[src/rtl/psec6_spi_pkg.sv]
// Shared types and constants for the PSEC6 SPI configuration sequencer:
// FSM states, frame geometry and the register-file address map.
package psec6_spi_pkg;

    typedef enum logic [2:0] {
        ST_IDLE,
        ST_SETUP,
        ST_SHIFT,
        ST_HOLD,
        ST_GAP
    } state_e;

    localparam int FRAME_BITS = 16;
    localparam int ADDR_W     = 7;

    localparam logic [ADDR_W-1:0] ADDR_VCO_DIGITAL_BAND   = 7'd1;
    localparam logic [ADDR_W-1:0] ADDR_TRIGGER_MASK       = 7'd2;
    localparam logic [ADDR_W-1:0] ADDR_INSTRUCTION        = 7'd3;
    localparam logic [ADDR_W-1:0] ADDR_MODE               = 7'd4;
    localparam logic [ADDR_W-1:0] ADDR_ENABLE_CONTROL     = 7'd5;
    localparam logic [ADDR_W-1:0] ADDR_DAC_BIAS           = 7'd6;
    localparam logic [ADDR_W-1:0] ADDR_DAC_OFFSET         = 7'd7;
    localparam logic [ADDR_W-1:0] ADDR_PLL_DIVIDER        = 7'd8;
    localparam logic [ADDR_W-1:0] ADDR_PLL_SWITCH         = 7'd9;
    localparam logic [ADDR_W-1:0] ADDR_TEST_POINT_CONTROL = 7'd10;
    localparam logic [ADDR_W-1:0] ADDR_PLL_LOCKED         = 7'd11;

    localparam logic RW_WRITE = 1'b1;

    // Header byte {rw, addr} followed by the data byte; reads carry zeros.
    function automatic logic [FRAME_BITS-1:0] build_frame(input logic              rw,
                                                          input logic [ADDR_W-1:0] addr,
                                                          input logic [7:0]        data);
        return {rw, addr, (rw == RW_WRITE) ? data : 8'h00};
    endfunction

endpackage

[src/rtl/spi_edge_gen.sv]
// Half-period divider that generates the internal spi_clk level and the
// one-cycle strobes marking the end of each low/high phase.
module spi_edge_gen
    import psec6_spi_pkg::*;
#(
    parameter int CLK_DIV = 4
) (
    input  logic clk,
    input  logic rst,
    input  logic en_i,
    input  logic hold_low_i,
    output logic spi_clk_o,
    output logic phase_end_o,
    output logic rise_strobe_o,
    output logic fall_strobe_o,
    output logic sample_strobe_o
);

    localparam int               DIV_W    = $clog2(CLK_DIV) + 1;
    localparam logic [DIV_W-1:0] DIV_LAST = DIV_W'(CLK_DIV - 1);

    logic [DIV_W-1:0] div_q, div_d;
    logic             level_q, level_d;

    // hold_low keeps the clock low across a phase boundary (SETUP and HOLD).
    always_comb begin
        phase_end_o     = en_i && (div_q == DIV_LAST);
        rise_strobe_o   = phase_end_o && !level_q && !hold_low_i;
        fall_strobe_o   = phase_end_o && level_q;
        sample_strobe_o = fall_strobe_o;
        div_d           = div_q;
        level_d         = level_q;
        if (!en_i) begin
            div_d   = '0;
            level_d = 1'b0;
        end else if (phase_end_o) begin
            div_d   = '0;
            level_d = rise_strobe_o;
        end else begin
            div_d = div_q + 1'b1;
        end
    end

    always_ff @(posedge clk) begin
        if (rst) begin
            div_q   <= '0;
            level_q <= 1'b0;
        end else begin
            div_q   <= div_d;
            level_q <= level_d;
        end
    end

    assign spi_clk_o = level_q;

endmodule

[src/rtl/spi_cfg_sequencer.sv]
// SPI master that turns single-register requests into 16-bit cs frames for
// the PSEC6 register file, with optional write-then-readback verification.
module spi_cfg_sequencer
    import psec6_spi_pkg::*;
#(
    parameter int CLK_DIV    = 4,
    parameter int GAP_CYCLES = 8
) (
    input  logic              clk,
    input  logic              rst,
    input  logic              req_valid,
    output logic              req_ready,
    input  logic              req_write,
    input  logic              req_verify,
    input  logic [ADDR_W-1:0] req_addr,
    input  logic [7:0]        req_wdata,
    output logic              rsp_valid,
    output logic [7:0]        rsp_rdata,
    output logic              rsp_mismatch,
    output logic              busy,
    output logic              spi_clk,
    output logic              cs,
    output logic              pico,
    input  logic              poci
);

    localparam int               GAP_W    = $clog2(GAP_CYCLES) + 1;
    localparam logic [GAP_W-1:0] GAP_LAST = GAP_W'(GAP_CYCLES - 1);
    localparam logic [4:0]       LAST_BIT = 5'(FRAME_BITS);
    localparam logic [4:0]       HDR_BITS = 5'(FRAME_BITS / 2);

    state_e                  state_q, state_d;
    logic [ADDR_W-1:0]       addr_q, addr_d;
    logic [7:0]              wdata_q, wdata_d;
    logic                    write_q, write_d;
    logic                    verify_q, verify_d;
    logic                    rd_phase_q, rd_phase_d;
    logic                    again_q, again_d;
    logic                    done_q, done_d;
    logic [FRAME_BITS-1:0]   shift_q, shift_d;
    logic [7:0]              rdata_q, rdata_d;
    logic [4:0]              bit_cnt_q, bit_cnt_d;
    logic [GAP_W-1:0]        gap_cnt_q, gap_cnt_d;
    logic                    sample_q, sample_d;
    logic                    cs_q, cs_d;
    logic                    sclk_q, sclk_d;
    logic                    pico_q, pico_d;
    logic                    rsp_valid_q, rsp_valid_d;
    logic [7:0]              rsp_rdata_q, rsp_rdata_d;
    logic                    rsp_mismatch_q, rsp_mismatch_d;

    logic frame_on, edge_clk, phase_end, rise_strobe, fall_strobe, sample_strobe;

    assign frame_on = (state_q == ST_SETUP) || (state_q == ST_SHIFT) || (state_q == ST_HOLD);

    spi_edge_gen #(
        .CLK_DIV (CLK_DIV)
    ) u_edge_gen (
        .clk             (clk),
        .rst             (rst),
        .en_i            (frame_on),
        .hold_low_i      ((state_q == ST_SETUP) || (state_q == ST_HOLD)),
        .spi_clk_o       (edge_clk),
        .phase_end_o     (phase_end),
        .rise_strobe_o   (rise_strobe),
        .fall_strobe_o   (fall_strobe),
        .sample_strobe_o (sample_strobe)
    );

    // Pins are registered one cycle behind the FSM, so poci capture and the
    // response are delayed by the same cycle to stay aligned with the pins.
    always_comb begin
        state_d        = state_q;
        addr_d         = addr_q;
        wdata_d        = wdata_q;
        write_d        = write_q;
        verify_d       = verify_q;
        rd_phase_d     = rd_phase_q;
        again_d        = again_q;
        done_d         = 1'b0;
        shift_d        = shift_q;
        rdata_d        = rdata_q;
        bit_cnt_d      = bit_cnt_q;
        gap_cnt_d      = gap_cnt_q;
        rsp_valid_d    = 1'b0;
        rsp_rdata_d    = rsp_rdata_q;
        rsp_mismatch_d = rsp_mismatch_q;
        cs_d           = frame_on;
        sclk_d         = edge_clk;
        pico_d         = frame_on && shift_q[FRAME_BITS-1];
        sample_d       = (state_q == ST_SHIFT) && sample_strobe && (bit_cnt_q > HDR_BITS);

        if (sample_q) begin
            rdata_d = {rdata_q[6:0], poci};
        end
        if (done_q) begin
            rsp_valid_d    = 1'b1;
            rsp_rdata_d    = rdata_q;
            rsp_mismatch_d = write_q && verify_q && (rdata_q != wdata_q);
        end

        case (state_q)
            ST_IDLE: begin
                if (req_valid) begin
                    state_d    = ST_SETUP;
                    addr_d     = req_addr;
                    wdata_d    = req_wdata;
                    write_d    = req_write;
                    verify_d   = req_verify;
                    rd_phase_d = 1'b0;
                    again_d    = 1'b0;
                    shift_d    = build_frame(req_write, req_addr, req_wdata);
                    bit_cnt_d  = '0;
                end
            end
            ST_SETUP: begin
                if (phase_end) begin
                    state_d = ST_SHIFT;
                end
            end
            ST_SHIFT: begin
                if (rise_strobe) begin
                    bit_cnt_d = bit_cnt_q + 1'b1;
                end
                if (fall_strobe) begin
                    shift_d = {shift_q[FRAME_BITS-2:0], 1'b0};
                    if (bit_cnt_q == LAST_BIT) begin
                        state_d = ST_HOLD;
                    end
                end
            end
            ST_HOLD: begin
                if (phase_end) begin
                    state_d   = ST_GAP;
                    gap_cnt_d = '0;
                    if (write_q && verify_q && !rd_phase_q) begin
                        again_d = 1'b1;
                    end else begin
                        done_d = 1'b1;
                    end
                end
            end
            ST_GAP: begin
                if (gap_cnt_q == GAP_LAST) begin
                    if (again_q) begin
                        state_d    = ST_SETUP;
                        again_d    = 1'b0;
                        rd_phase_d = 1'b1;
                        shift_d    = build_frame(~RW_WRITE, addr_q, wdata_q);
                        bit_cnt_d  = '0;
                    end else begin
                        state_d = ST_IDLE;
                    end
                end else begin
                    gap_cnt_d = gap_cnt_q + 1'b1;
                end
            end
            default: state_d = ST_IDLE;
        endcase
    end

    always_ff @(posedge clk) begin
        if (rst) begin
            state_q        <= ST_IDLE;
            addr_q         <= '0;
            wdata_q        <= '0;
            write_q        <= 1'b0;
            verify_q       <= 1'b0;
            rd_phase_q     <= 1'b0;
            again_q        <= 1'b0;
            done_q         <= 1'b0;
            shift_q        <= '0;
            rdata_q        <= '0;
            bit_cnt_q      <= '0;
            gap_cnt_q      <= '0;
            sample_q       <= 1'b0;
            cs_q           <= 1'b0;
            sclk_q         <= 1'b0;
            pico_q         <= 1'b0;
            rsp_valid_q    <= 1'b0;
            rsp_rdata_q    <= 8'h00;
            rsp_mismatch_q <= 1'b0;
        end else begin
            state_q        <= state_d;
            addr_q         <= addr_d;
            wdata_q        <= wdata_d;
            write_q        <= write_d;
            verify_q       <= verify_d;
            rd_phase_q     <= rd_phase_d;
            again_q        <= again_d;
            done_q         <= done_d;
            shift_q        <= shift_d;
            rdata_q        <= rdata_d;
            bit_cnt_q      <= bit_cnt_d;
            gap_cnt_q      <= gap_cnt_d;
            sample_q       <= sample_d;
            cs_q           <= cs_d;
            sclk_q         <= sclk_d;
            pico_q         <= pico_d;
            rsp_valid_q    <= rsp_valid_d;
            rsp_rdata_q    <= rsp_rdata_d;
            rsp_mismatch_q <= rsp_mismatch_d;
        end
    end

    assign req_ready    = (state_q == ST_IDLE);
    assign busy         = (state_q != ST_IDLE);
    assign cs           = cs_q;
    assign spi_clk      = sclk_q;
    assign pico         = pico_q;
    assign rsp_valid    = rsp_valid_q;
    assign rsp_rdata    = rsp_rdata_q;
    assign rsp_mismatch = rsp_mismatch_q;

endmodule

[config.mk]
export PLATFORM = sky130hd
export DESIGN_NAME = spi_cfg_sequencer
export DESIGN_NICKNAME = d
export VERILOG_FILES = /design/src/rtl/psec6_spi_pkg.sv /design/src/rtl/spi_edge_gen.sv /design/src/rtl/spi_cfg_sequencer.sv
export SDC_FILE = /design/constraint.sdc
export NUM_CORES = 1
export LEC_CHECK = 0
export ABC_AREA = 1
export BUFFER_PORTS_ARGS = -buffer_cell sky130_fd_sc_hd__buf_2
export CORE_AREA = 2 2 79 81
export DETAILED_ROUTE_END_ITERATION = 8
export DIE_AREA = 0 0 81 83
export HOLD_SLACK_MARGIN = 0.05
export PLACE_DENSITY = 0.83
export SYNTH_ARGS = -nofsm -noshare
export SYNTH_HDL_FRONTEND = slang
export SYNTH_SLANG_ARGS = --single-unit
[constraint.sdc]
create_clock -name clk -period 3.49 [get_ports clk]
set_clock_uncertainty 0.1 [all_clocks]
set_input_delay 0.1745 -clock clk [delete_from_list [all_inputs] [get_ports clk]]
set_output_delay 0.1745 -clock clk [all_outputs]
set_load 0.01 [all_outputs]
==> reports/metrics.cfg, run 1 <==
[power_and_ir_drop]
p_leak_nw = 1.84
clkPwrFrac = 0.255
swShare = 0.390
peakVddDrop_uv = 342
p_sw_mw = 1.05
comb_power_share = 0.342
powerDensity_mw_per_mm2 = 674
seq_power_share = 0.403
intPower_mw = 1.63

[layout]
post-route-util = 0.683
mostFrequentLayoutCells = nand2_1, nor2_1, dfxtp_1
num_antenna_cells = 0
area_growth_pct = 15.1
final_common_cell = nand2_1
final_nets = 565
drive_gt1_frac = 0.127

[clock_network]
cts_buffer_depth = 2
cts_tree = yes
cts_resized = 0
cts_setup_buffers = 0
cts_buffers = 9
numClockSinks = 74
cts_max_level = 3
cts_root_buffer = clkbuf_8
insertion_delay_ns = 0.35
clkTransAtPathRegs_ns = 0.08

[critical_path]
crit_required_ns = 3.67
rr_worst_depth = 8
worstPathArrival_ns = 2.15
end_kind = flip-flop
critPathMaxFanout = 30
rrSetupSlack_ns = 1.52
cp-startpoint = state_q[1]
r2r_end = shift_q[4]
path_class = flip-flop to flip-flop
reg2reg_from = state_q[1]
startpoint_type = flip-flop

[floorplan]
start_util = 0.594
num_rows = 28
die_area_mm2 = 0.00672
dieWidth_um = 81
io_pins = 36
die_h_um = 83
core-area_mm2 = 0.00582

[synthesis]
ys_ff_latch = 74
yosys_warnings = 0
synth_area_leaders = dfxtp_1, nand2_1, nor2_1, nand3_1, a21oi_1
synth_top_area_cell = dfxtp_1
syn_area_mm2 = 0.00345
synth_top_area_share = 0.429
syn_inst = 495
synth.avg_cell_area_um2 = 6.97
ys_seq_area_frac = 0.429
synth_fp_nets = 521
ys_types = 29

[sta]
slew_viol_final = 0
setup_viol = 0
tns_ns = 0
rsz0062_at_grt = no
hold_viol = 0
tightestPinTransition_ns = 1.11
fmax_ghz = 0.507
slew_headroom = 0.262
period_needed_ns = 1.97
post-route-period-util = 0.565

[routing]
wl_per_cell_um = 12.6
via_count = 3228
wl_um = 7800
viasPerCell = 5.21
drc = 0
postRouteAntennaNets = 0
firstDrtPassIters = 4
drt-initial-drc-count = 190

[job]
cap_violations = 0

[placement]
port_buffers = 35
gp_congestion = 0.900
dp.final_hpwl_um = 5130

[hold_path]
whs_path_depth = 3
whs_endpoint = write_q
min_from = req_write
hp-class = input pin to flip-flop

[status]
status = finished, final reports clean

[grt]
antenna_found_initial = 0
grt_pass1_wl_um = 13300
grt-ovfl-total = 0
grt_usage = 0.248
grt_pass1_vias = 2982
grt_start_max_net_pins = 41

==> critical path, stage by stage, from the launching register on <==
cell and delay (ns):
dfxtp_1 0.62, inv_2 0.12, nand2_2 0.15, nor2_8 0.07, nand2_4 0.10, nand4_4 0.35
nand2_1 0.16, nand2_1 0.06, nor2_1 0.15
==> area by class of cell <==
type	instances	area [µm²]
clock inverters	6	66.3
well taps	75	93.8
repair buffers	52	345
flip-flops and latches	74	1480
fillers	487	1840
multi-input cells	355	1670
clock buffers	10	138
inverters	47	176
==> state kept, by name (all words and copies together), names as in the netlist, 3 cells and up <==
register / flops
u_edge_gen.div_q: 3
gap_cnt_q: 4
bit_cnt_q: 5
rdata_q: 8
state_q: 3
wdata_q: 8
rsp_rdata: 8
addr_q: 7
shift_q: 16
==> how the worst max path moves through the flow <==
stage | slack [ns] | end
6_report | 1.52 | shift_q[4]
5_1_grt | 1.31 | shift_q[11]
4_1_cts | 1.55 | shift_q[11]
3_5_place_dp | 1.42 | u_edge_gen.div_q[2]
3_3_place_gp | 1.50 | u_edge_gen.div_q[2]
2_1_floorplan | 1.95 | shift_q[10]
==> Yosys cell counts <==
master,number
or2_2,1
inv_1,43
inv_2,4
xor2_1,1
o21bai_1,2
nor2_2,2
nor2_8,2
nand3_1,38
buf_6,6
o21ai_1,1
ha_1,5
dfxtp_1,74
o22ai_1,7
nand4_1,5
nor4_1,2
nand2_1,131
xnor2_1,7
buf_2,2
nor2_1,86
buf_1,1
buf_4,1
nand3b_2,1
nand2_2,5
o21ai_0,21
nand2_4,2
and3_1,1
a21oi_1,34
clkbuf_1,9
nand4_4,1
==> per-layer routing <==
metal,track usage,part of all wire,vias up
li1,-,-,1651
met1,0.316,0.44,1486
met2,0.410,0.49,75
met3,0.0500,0.050,16
met4,0.0878,0.020,0
met5,0,0,-
==> power by group through the flow <==
stage | Clock (mW) | Sequential [mW] | Combinational (mW)
after floorplan | 0 | 1.06 | 0.810
after global placement | 0 | 1.09 | 0.861
after detailed placement | 0 | 1.09 | 0.887
after CTS | 0.692 | 1.08 | 0.909
after global routing | 0.725 | 1.09 | 1.06
final | 0.682 | 1.08 | 0.917
==> cell families after synthesis <==
group           count (synthesis)  share of synthesized area
compound gates                 65                     0.0982
xor+xnor                        8                     0.0203
fa+ha+maj                       5                     0.0181
buf+inv                        66                     0.0866
flops                          74                      0.429
simple gates                  277                      0.348
==> through the flow <==
stage / cells / hold slack (ns) / area, µm² / power [mW] / setup slack, ns
after floorplan: 495 / 0.239 / 3450 / 1.87 / 1.95
after global placement: 586 / 0.308 / 3600 / 1.95 / 1.50
after detailed placement: 586 / 0.316 / 3600 / 1.98 / 1.42
after CTS: 619 / 0.0774 / 3970 / 2.68 / 1.55
after global routing: 619 / 0.0943 / 3970 / 2.88 / 1.31
final: 619 / 0.0873 / 3970 / 2.68 / 1.52
==> what timing repair did <==
item	in CTS	in global routing
hold buffers	17	0
setup endpoints to repair	0	0
hold endpoints to repair	17	0
No activity file was read; power rests on OpenSTA's default activity.
==> inputs of run 2 (changes only) <==
CORE_AREA = 2 2 84 86   (was 2 2 79 81)
DIE_AREA = 0 0 86 88   (was 0 0 81 83)
PLACE_DENSITY = 0.78   (was 0.83)
clock period = 1.68 ns   (was 3.49 ns; I/O delays follow)
==> run 2 against run 1 <==
  * Final cell count is 4.7% higher
  * Non-clock buffer count is 24 higher
  * Register-to-register slack worse by 1.4 ns
  * Count of clock-buffer cells in the layout stayed put
  * Combinational power grew to 2.7 times the previous value
  * Largest power group is now combinational logic
  * Clock power is 110% higher
  * Critical endpoint is now req_ready
  * Largest cell class unchanged
==> reports/metrics.cfg, run 2 (synthesis gave the netlist of run 1 again) <==
[critical_path]
r2r_end = shift_q[3]
cp_slowest_stage_delay_ns = 0.35  ; -0.27 ns
startpoint_type = flip-flop
crit_required_ns = 1.50  ; -2.17 ns
critPathMaxFanout = 7  ; -77%
path_class = flip-flop to output port
slowest_stage = dfxtp_2
rr_worst_depth = 9  ; +1
rrSetupSlack_ns = 0.10  ; -1.42 ns
worstPathArrival_ns = 1.44  ; -0.71 ns
crit_buf_inv = 4  ; +3
end_kind = output port
reg2reg_from = u_edge_gen.div_q[0]
worst_path_dominant_cell_family = buffers and inverters
critical_path.cell_chain = buf_12, nor2_8, nand2_2, inv_2, buf_6, buf_2

[floorplan]
start_util = 0.520  ; -0.0740
dieWidth_um = 86  ; +6.2%
core-area_mm2 = 0.00664  ; +14%
die_area_mm2 = 0.00757  ; +13%
io_pins = 36  ; unchanged
die_h_um = 88  ; +6.0%
num_rows = 30  ; +7.1%

[layout]
num_antenna_cells = 0  ; unchanged
largest_reg_flops = 16  ; unchanged
final_nets = 589  ; +4.2%
drive_gt1_frac = 0.187  ; +0.0598
post-route-util = 0.644  ; -0.0386
multi_input_area_mm2 = 0.00173  ; +3.3%
mostFrequentLayoutCells = nand2_1, nor2_1, dfxtp_1
final_cell_count_no_fill = 648  ; +4.7%
finalInstanceArea_mm2 = 0.00428  ; +7.8%
regMostFlops = shift_q
seqCellArea_mm2 = 0.00149  ; +0.42%
area_growth_pct = 24.0
final_common_cell = nand2_1
fillers = 587  ; +21%

[hold_path]
whs_endpoint = addr_q[3]
whs_path_depth = 4  ; +1
hp-class = input pin to flip-flop
min_from = req_valid

[sta]
whs_ns = 0.147  ; +0.0599 ns
tns_ns = 0  ; unchanged
tightestPinTransition_ns = 0.359  ; -0.746 ns
setup_viol = 0  ; unchanged
hold_viol = 0  ; unchanged
post-route-period-util = 0.965
period_needed_ns = 1.62
slew_viol_final = 0  ; unchanged
slew_headroom = 0.758  ; +0.496
fmax_ghz = 0.617
worst_slack_ns = 0.0588  ; -1.46 ns

[grt]
grt_pass1_vias = 3092  ; +3.7%
grt-ovfl-total = 0  ; unchanged
antenna_found_initial = 0  ; unchanged
grt_start_max_net_pins = 29  ; -29%
grt_usage = 0.228  ; -0.0199
grt_pass1_wl_um = 13600  ; +1.7%

[power_and_ir_drop]
p_sw_mw = 2.36  ; +130%
peakVddDrop_uv = 748  ; +120%
clkPwrFrac = 0.235  ; -0.020
powerDensity_mw_per_mm2 = 1450  ; +110%
seq_power_share = 0.361  ; -0.042
swShare = 0.381  ; -0.00876
p_leak_nw = 1.99  ; +8.1%
comb_power_share = 0.405  ; +0.063
intPower_mw = 3.83  ; +130%
p_total_mw = 6.20  ; +130%

[clock_network]
insertion_delay_ns = 0.36  ; about the same
cts_tree = yes
cts_root_buffer = clkbuf_8
cts_max_level = 3  ; unchanged
clkTransAtPathRegs_ns = 0.09  ; about the same
cts_buffer_depth = 2  ; unchanged
numClockSinks = 74  ; unchanged
cts_buffers = 9  ; unchanged

[status]
status = finished, final reports clean

[placement]
port_buffers = 35  ; unchanged
gp_congestion = 0.848  ; -5.8%
placed_area_mm2 = 0.00374  ; +4.0%
dp.final_hpwl_um = 5200  ; +1.4%
post-place-ws_ns = 0.00270  ; -1.42 ns
dpl.cell_count = 606  ; +3.4%

[routing]
dr.max_layer_used = met4
drt-met1-wl_um = 3590  ; +4.5%
wl_um = 8370  ; +7.3%
wl_per_cell_um = 12.9  ; +2.5%
wl_met2_um = 4010  ; +4.9%
postRouteAntennaNets = 0  ; unchanged
viasPerCell = 5.22  ; about the same
wl_met3_um = 503  ; +29%
via_count = 3382  ; +4.8%
drc = 0  ; unchanged
firstDrtPassIters = 5  ; +1
drt-initial-drc-count = 217  ; +14%

[job]
cap_violations = 0  ; unchanged

[run 2: cell count changes in the layout (fill, tap and decap cells not counted), sizes merged]
cell / before / now
clkbuf: 10 / 11
inv: 47 / 50
clkinv: 2 / 1
dlygate4sd3: 17 / 19
buf: 35 / 56
clkinvlp: 3 / 1
[run 2: worst min-delay path: stages]
cell	delay, ns
buf_2	0.12
buf_4	0.20
nand3_1	0.10
a21oi_1	0.06
[run 2: layout make-up]
type                       count  share of cell area
clock buffer                  10              0.0321
clock inverter                 6              0.0169
inverter                      47              0.0412
multi-input combinational    355               0.403
sequential                    74               0.347
tap                           80              0.0234
timing repair buffer          76               0.136
[run 2: power groups by stage]
stage	Clock, mW	Sequential (mW)	Combinational (mW)
2_1_floorplan	0	2.20	1.68
3_3_place_gp	0	2.24	2.05
3_5_place_dp	0	2.25	2.10
4_1_cts	1.49	2.22	2.30
5_1_grt	1.54	2.27	2.82
6_report	1.45	2.24	2.51
[run 2: repair_timing]
action | CTS | global route
setup buffers | 0 | 5
endpoints found under the setup margin | 2 | 22
endpoints found under the hold margin | 37 | 0
pin swaps | 0 | 1
gates cloned | 1 | 1
resized for setup | 9 | 12
hold buffers | 19 | 0
[run 2: per-layer routing]
metal | GRT usage | vias to the layer above
li1 | - | 1706
met5 | 0 | -
met1 | 0.278 | 1507
met3 | 0.0358 | 30
met2 | 0.382 | 139
met4 | 0.133 | 0
[run 2: worst max path at each step]
stage / cells after the start / from / slack, ns / to
floorplan: 9 / u_edge_gen.div_q[0] / 0.14 / shift_q[10]
global placement: 9 / u_edge_gen.div_q[0] / 0.05 / shift_q[12]
detailed placement: 9 / u_edge_gen.div_q[0] / 0.003 / shift_q[15]
CTS: 6 / state_q[1] / 0.02 / req_ready
global route: 9 / state_q[1] / -0.00002 / shift_q[15]
finish: 6 / state_q[1] / 0.06 / req_ready
